<file path="config.mk">
export PLATFORM = sky130hd
export DESIGN_NAME = meikyuu_move_ctrl
export DESIGN_NICKNAME = d
export VERILOG_FILES = /design/src/rtl/meikyuu_move_ctrl.sv
export SDC_FILE = /design/constraint.sdc
export NUM_CORES = 1
export LEC_CHECK = 0
export CAP_MARGIN = 20
export CELL_PAD_IN_SITES_DETAIL_PLACEMENT = 1
export CELL_PAD_IN_SITES_GLOBAL_PLACEMENT = 2
export CORE_UTILIZATION = 43
export CTS_BUF_LIST = sky130_fd_sc_hd__clkbuf_16
export DETAILED_ROUTE_END_ITERATION = 12
export DONT_BUFFER_PORTS = 1
export PLACE_DENSITY = 0.92
export SKIP_LAST_GASP = 1
export SYNTH_ARGS = -nofsm -noshare
export SYNTH_HDL_FRONTEND = slang
export SYNTH_SLANG_ARGS = --single-unit
</file>
<file path="constraint.sdc">
create_clock -name CLOCK_25 -period 4.65 [get_ports CLOCK_25]
set_input_delay 1.395 -clock CLOCK_25 [delete_from_list [all_inputs] [get_ports CLOCK_25]]
set_output_delay 1.395 -clock CLOCK_25 [all_outputs]
set_load 0.01 [all_outputs]
</file>
<file path="src/rtl/meikyuu_move_ctrl.sv">
// Per-frame player movement and room-transition controller; moves resolve one cycle after frame_tick,
// room changes TILE_LAT+3 cycles after it; frame_tick while busy is dropped, never queued.
module meikyuu_move_ctrl #(
  parameter int STEP     = 2,
  parameter int MAP_W    = 3,
  parameter int MAP_H    = 3,
  parameter int START_RX = 0,
  parameter int START_RY = 0,
  parameter int TILE_LAT = 1
) (
  input  logic       CLOCK_25,
  input  logic       reset,
  input  logic       frame_tick,
  input  logic       btn_up,
  input  logic       btn_down,
  input  logic       btn_left,
  input  logic       btn_right,
  input  logic [3:0] tile_type,
  output logic [9:0] x_pos,
  output logic [9:0] y_pos,
  output logic [1:0] room_x,
  output logic [1:0] room_y,
  output logic       busy,
  output logic       bump,
  output logic       room_changed
);

  localparam logic [1:0] S_IDLE   = 2'd0;
  localparam logic [1:0] S_CHECK  = 2'd1;
  localparam logic [1:0] S_XFER   = 2'd2;
  localparam logic [1:0] S_VERIFY = 2'd3;

  localparam logic [9:0] PX_MAX  = 10'd624;
  localparam logic [9:0] PY_MAX  = 10'd464;
  localparam logic [9:0] STEP_V  = 10'(STEP);
  localparam logic [1:0] RX_LAST = 2'(MAP_W - 1);
  localparam logic [1:0] RY_LAST = 2'(MAP_H - 1);
  localparam logic [3:0] LAT_V   = 4'(TILE_LAT);

  logic [1:0] state;
  logic [9:0] px, py;
  logic [3:0] cnt;

  // candidate computed combinationally in IDLE, held in k_* until CHECK resolves it
  logic [9:0] c_px, c_py;
  logic [1:0] c_rx, c_ry;
  logic       c_exit, c_ok, c_any;
  logic [9:0] k_px, k_py;
  logic [1:0] k_rx, k_ry;
  logic       k_exit, k_ok;

  logic [9:0] s_px, s_py;
  logic [1:0] s_rx, s_ry;

  function automatic logic collides(input logic [3:0] t, input logic [9:0] x, input logic [9:0] y);
    logic l, r, tp, b;
    l  = (x <= 10'd98);
    r  = (x >= 10'd525);
    tp = (y <= 10'd98);
    b  = (y >= 10'd365);
    case (t)
      4'd0:    collides = l | r;
      4'd1:    collides = tp | b;
      4'd2:    collides = (l & tp) | b | r;
      4'd3:    collides = (r & tp) | b | l;
      4'd4:    collides = (r & b) | tp | l;
      4'd5:    collides = (l & b) | tp | r;
      4'd6:    collides = (l | r) & (tp | b);
      default: collides = 1'b1;
    endcase
  endfunction

  always_comb begin
    c_px   = px;
    c_py   = py;
    c_rx   = room_x;
    c_ry   = room_y;
    c_exit = 1'b0;
    c_ok   = 1'b1;
    c_any  = 1'b1;
    if (btn_up) begin
      if (py == 10'd0) begin
        c_exit = 1'b1;
        c_ok   = (room_y != 2'd0);
        c_ry   = room_y - 2'd1;
        c_py   = PY_MAX;
      end else begin
        c_py = (py < STEP_V) ? 10'd0 : py - STEP_V;
      end
    end else if (btn_down) begin
      if (py == PY_MAX) begin
        c_exit = 1'b1;
        c_ok   = (room_y < RY_LAST);
        c_ry   = room_y + 2'd1;
        c_py   = 10'd0;
      end else begin
        c_py = (py > PY_MAX - STEP_V) ? PY_MAX : py + STEP_V;
      end
    end else if (btn_left) begin
      if (px == 10'd0) begin
        c_exit = 1'b1;
        c_ok   = (room_x != 2'd0);
        c_rx   = room_x - 2'd1;
        c_px   = PX_MAX;
      end else begin
        c_px = (px < STEP_V) ? 10'd0 : px - STEP_V;
      end
    end else if (btn_right) begin
      if (px == PX_MAX) begin
        c_exit = 1'b1;
        c_ok   = (room_x < RX_LAST);
        c_rx   = room_x + 2'd1;
        c_px   = 10'd0;
      end else begin
        c_px = (px > PX_MAX - STEP_V) ? PX_MAX : px + STEP_V;
      end
    end else begin
      c_any = 1'b0;
    end
  end

  always_ff @(posedge CLOCK_25 or negedge reset) begin
    if (!reset) begin
      state        <= S_IDLE;
      px           <= 10'd312;
      py           <= 10'd232;
      room_x       <= 2'(START_RX);
      room_y       <= 2'(START_RY);
      cnt          <= 4'd0;
      k_px         <= 10'd0;
      k_py         <= 10'd0;
      k_rx         <= 2'd0;
      k_ry         <= 2'd0;
      k_exit       <= 1'b0;
      k_ok         <= 1'b0;
      s_px         <= 10'd0;
      s_py         <= 10'd0;
      s_rx         <= 2'd0;
      s_ry         <= 2'd0;
      busy         <= 1'b0;
      bump         <= 1'b0;
      room_changed <= 1'b0;
    end else begin
      bump         <= 1'b0;
      room_changed <= 1'b0;
      case (state)
        S_IDLE: begin
          if (frame_tick && c_any) begin
            k_px   <= c_px;
            k_py   <= c_py;
            k_rx   <= c_rx;
            k_ry   <= c_ry;
            k_exit <= c_exit;
            k_ok   <= c_ok;
            state  <= S_CHECK;
          end
        end
        S_CHECK: begin
          if (!k_exit) begin
            if (collides(tile_type, k_px, k_py)) begin
              bump <= 1'b1;
            end else begin
              px <= k_px;
              py <= k_py;
            end
            state <= S_IDLE;
          end else if (!k_ok) begin
            bump  <= 1'b1;
            state <= S_IDLE;
          end else begin
            // walls of the new room are only known once tile_type catches up
            s_px   <= px;
            s_py   <= py;
            s_rx   <= room_x;
            s_ry   <= room_y;
            px     <= k_px;
            py     <= k_py;
            room_x <= k_rx;
            room_y <= k_ry;
            cnt    <= 4'd0;
            busy   <= 1'b1;
            state  <= S_XFER;
          end
        end
        S_XFER: begin
          if (cnt == LAT_V) state <= S_VERIFY;
          else              cnt   <= cnt + 4'd1;
        end
        S_VERIFY: begin
          if (collides(tile_type, px, py)) begin
            px     <= s_px;
            py     <= s_py;
            room_x <= s_rx;
            room_y <= s_ry;
            bump   <= 1'b1;
          end else begin
            room_changed <= 1'b1;
          end
          busy  <= 1'b0;
          state <= S_IDLE;
        end
        default: begin
          busy  <= 1'b0;
          state <= S_IDLE;
        end
      endcase
    end
  end

  assign x_pos = px + 10'd96;
  assign y_pos = py + 10'd2;

endmodule

</file>
==> impl_metrics.py <==
metrics = {
    "cells_and_area": {
        "nets": 637,
        "fill_cells": 1428,
        "drive_gt1_frac": 0.110,
        "antenna_cells": 0,
        "multiInputGateArea_um2": 3010,
        "synthToLayoutAreaGrowth_pct": 6.99,
        "post-route-cell-area_um2": 5800,
        "seq_area_um2": 2090,
    },
    "critical_path": {
        "cp_max_fo": 20,
        "endpoint_kind": "register",
        "cp_num_buf_inv": 1,
        "r2r_setup_slack_ns": 0.86,
        "cp_data_arrival_time_ns": 4.01,
        "cp_top_family": "compound AO/OA/AOI/OAI gates",
        "critPathMaxStageDelay_ns": 0.81,
        "slowest_stage": "o31ai_1",
        "crit_type": "register to register",
        "path_cells": "or3_1 > o31ai_1 > nand3_1 > o311ai_0 > o21ai_1 > nor4_2 > a211oi_4 > buf_4 > mux2_4",
        "crit_required_ns": 4.87,
        "start_kind": "register",
    },
    "clocking": {
        "cts-resized-gates": 0,
        "cts-htree-levels": 3,
        "clk_pin_slew_ns": 0.06,
        "cts_tree": "done",
        "post-cts-setup-buffers": 0,
        "holdBufCountCts": 0,
        "clock_sinks": 83,
        "cts_root_buffer": "clkbuf_16",
        "insertion_delay_ns": 0.34,
        "cts_max_path_buffers": 2,
        "numCtsBuffers": 9,
    },
    "timing": {
        "tightest_slew_ns": 1.01,
        "finalCriticalPeriod_ns": 3.79,
        "hold_viol": 0,
        "final-setup-viol-count": 0,
        "fmax_mhz": 264,
        "period_share": 0.815,
        "tns_ns": 0,
        "setup_ws_ns": 0.860,
        "rsz0062_at_grt": "false",
        "maxSlewViolCount": 0,
        "fin_skew_ns": 0.0107,
        "relSlewSlack": 0.322,
    },
    "logic_synthesis": {
        "synthArstFlopShare": 1.00,
        "synth_seq_cells": 83,
        "synth_edf_count": 0,
        "ys.flop_type": "dfrtp_1",
        "seq_area_frac_synth": 0.385,
        "synth_cell_types": 68,
        "mappedNetlistNets": 661,
        "yosysWarningCount": 0,
        "syn_inst": 638,
        "syn-cell-area_um2": 5420,
        "syn_avg_cell_area_um2": 8.50,
    },
    "outcome": {
        "status": "complete, no violations",
    },
    "power": {
        "power_density_nw_per_um2": 692,
        "irDropWorstVdd_mv": 0.316,
        "leakage_nw": 2.57,
    },
    "floorplanning": {
        "io_pins": 38,
        "start_util": 0.446,
        "dieArea_um2": 13100,
        "die_x_um": 114,
        "core_area_um2": 12200,
        "die_h_um": 114,
        "fp-row-count": 40,
    },
    "placement": {
        "place_area_um2": 5490,
        "gp_congestion": 0.855,
        "place_ws_ns": 0.944,
        "dpl.hpwl_mm": 11.6,
        "portBuffers": 0,
    },
    "global_routing": {
        "grt-ovfl-total": 0,
        "grt_pass1_vias": 5085,
        "antenna_found_initial": 0,
        "grt_usage": 0.271,
        "grt_max_degree": 84,
        "grt_pass1_wl_mm": 27.2,
    },
    "routing": {
        "ant_nets": 0,
        "drt_wl_total_mm": 16.6,
        "drc": 0,
        "drt-pass1-iter-count": 4,
        "wl_per_cell_um": 21.1,
        "avgViaCountPerCell": 6.06,
        "num_vias": 4773,
        "dr.first_iter.drc_count": 273,
    },
    "job": {
        "maxCapViolCount": 0,
    },
    "hold_path": {
        "hold_class": "register to register",
    },
}
cells by family (layout without fill, tap and decap cells):
kind of cell             after synthesis  after routing  share of synthesized area
AO/OA/AOI/OAI                        173            173                      0.209
multiplexers                          45             45                     0.0946
flip-flops                            83             83                      0.385
XOR/XNOR                              17             17                     0.0275
AND/OR/NAND/NOR                      233            233                      0.196
adder cells (fa/ha/maj)               12             12                     0.0277
buffers and inverters                 75             56                     0.0611
synthesized netlist by cell type, types with 3 or more instances:
library cell | n | area (um^2)
o221ai_1 | 3 | 26.3
nand2_1 | 102 | 383
and3_1 | 7 | 43.8
o31ai_1 | 4 | 30.0
a22oi_1 | 6 | 45.0
mux2_4 | 10 | 150
ha_1 | 12 | 150
mux2_2 | 10 | 113
a211oi_1 | 3 | 22.5
a311oi_1 | 4 | 35.0
nand2b_1 | 3 | 18.8
nor2_1 | 54 | 203
and2_1 | 8 | 50.1
buf_4 | 6 | 45.0
xor2_1 | 6 | 52.6
mux2i_1 | 25 | 250
or3_1 | 4 | 25.0
o211a_1 | 3 | 30.0
nor3_1 | 12 | 60.1
xnor2_1 | 11 | 96.3
nor2b_1 | 5 | 31.3
a31oi_1 | 10 | 62.6
a221oi_1 | 8 | 70.1
dfrtp_1 | 75 | 1880
o311ai_0 | 4 | 35.0
a21oi_1 | 25 | 125
dfstp_2 | 8 | 210
or2_2 | 8 | 50.1
clkbuf_1 | 31 | 116
o21ai_0 | 73 | 365
o211ai_1 | 5 | 37.5
inv_1 | 31 | 116
nand3_1 | 16 | 80.1
worst reg2reg max path, delay by kind of cell, from the launching register on:
family          cells  cell delay (ns)
compound gates      4             1.24
buf+inv             1             0.29
flops               1             0.54
mux                 1             0.36
simple gates        3             1.23
power breakdown:
part	internal, mW	total (mW)	switching (mW)
registers	1.06	1.55	0.495
logic	0.694	1.71	1.01
clock network	0.469	0.758	0.289
stage by stage:
step	total power, mW	util	instances	hold slack (ns)
2_1_floorplan	2.74	-	638	0.442
3_3_place_gp	3.13	0.451	771	0.455
3_5_place_dp	3.23	0.451	771	0.461
4_1_cts	4.02	0.477	787	0.477
5_1_grt	4.29	0.477	787	0.505
6_report	4.02	0.477	787	0.477
worst paths after layout:
check                                           end  cells after the start                start
worst max-delay path              px[0]$_DFFE_PN0P_                      9    px[6]$_DFFE_PN0P_
worst min-delay path            s_py[5]$_DFFE_PN0P_                      2  s_py[5]$_DFFE_PN0P_
worst max register to register    px[0]$_DFFE_PN0P_                      9    px[6]$_DFFE_PN0P_
worst min register to register  s_py[5]$_DFFE_PN0P_                      2  s_py[5]$_DFFE_PN0P_
max in group asynchronous         px[3]$_DFFE_PN1P_                      0                reset
min in group asynchronous       s_py[6]$_DFFE_PN0P_                      0                reset
cell type report:
class	count	area share
Inverter	31	0.0201
Multi-Input combinational cell	480	0.518
Tap cell	168	0.0362
Clock inverter	7	0.0157
Clock buffer	9	0.0388
Timing Repair Buffer	9	0.0116
Sequential cell	83	0.360
placed cells by master (no fill, tap or decap), types with 3 or more instances in the layout:
cell | synthesis | layout
and2_1 | 8 | 8
a22oi_1 | 6 | 6
xor2_1 | 6 | 6
a311oi_1 | 4 | 4
o221ai_1 | 3 | 3
mux2i_1 | 25 | 25
inv_1 | 31 | 32
o211a_1 | 3 | 3
o211ai_1 | 5 | 5
o21ai_0 | 73 | 73
nor3_1 | 12 | 12
a21oi_1 | 25 | 25
and3_1 | 7 | 7
o31ai_1 | 4 | 4
buf_4 | 6 | 9
a31oi_1 | 10 | 10
dfrtp_1 | 75 | 75
or3_1 | 4 | 4
mux2_4 | 10 | 10
o311ai_0 | 4 | 4
mux2_2 | 10 | 10
dfstp_2 | 8 | 8
xnor2_1 | 11 | 11
ha_1 | 12 | 12
nand3_1 | 16 | 16
nor2_1 | 54 | 54
a211oi_1 | 3 | 3
nor2b_1 | 5 | 5
clkbuf_16 | 0 | 9
nand2_1 | 102 | 102
a221oi_1 | 8 | 8
or2_2 | 8 | 8
nand2b_1 | 3 | 3
layer usage:
layer	GRT usage	share of wire	vias up
met2	0.460	0.50	104
met1	0.352	0.44	2435
met5	0	0	-
met4	0.0926	0.017	0
li1	-	-	2207
met3	0.0429	0.041	27
state kept, by name (all words and copies together) (netlist names), 2 cells and up, named ones only:
register and count:
k_px 10, k_py 10, px 10, py 10
s_px 10, s_py 10, cnt 4, k_rx 2
k_ry 2, room_x 2, room_y 2, s_rx 2
s_ry 2
Power figures use the tool's default switching activity.
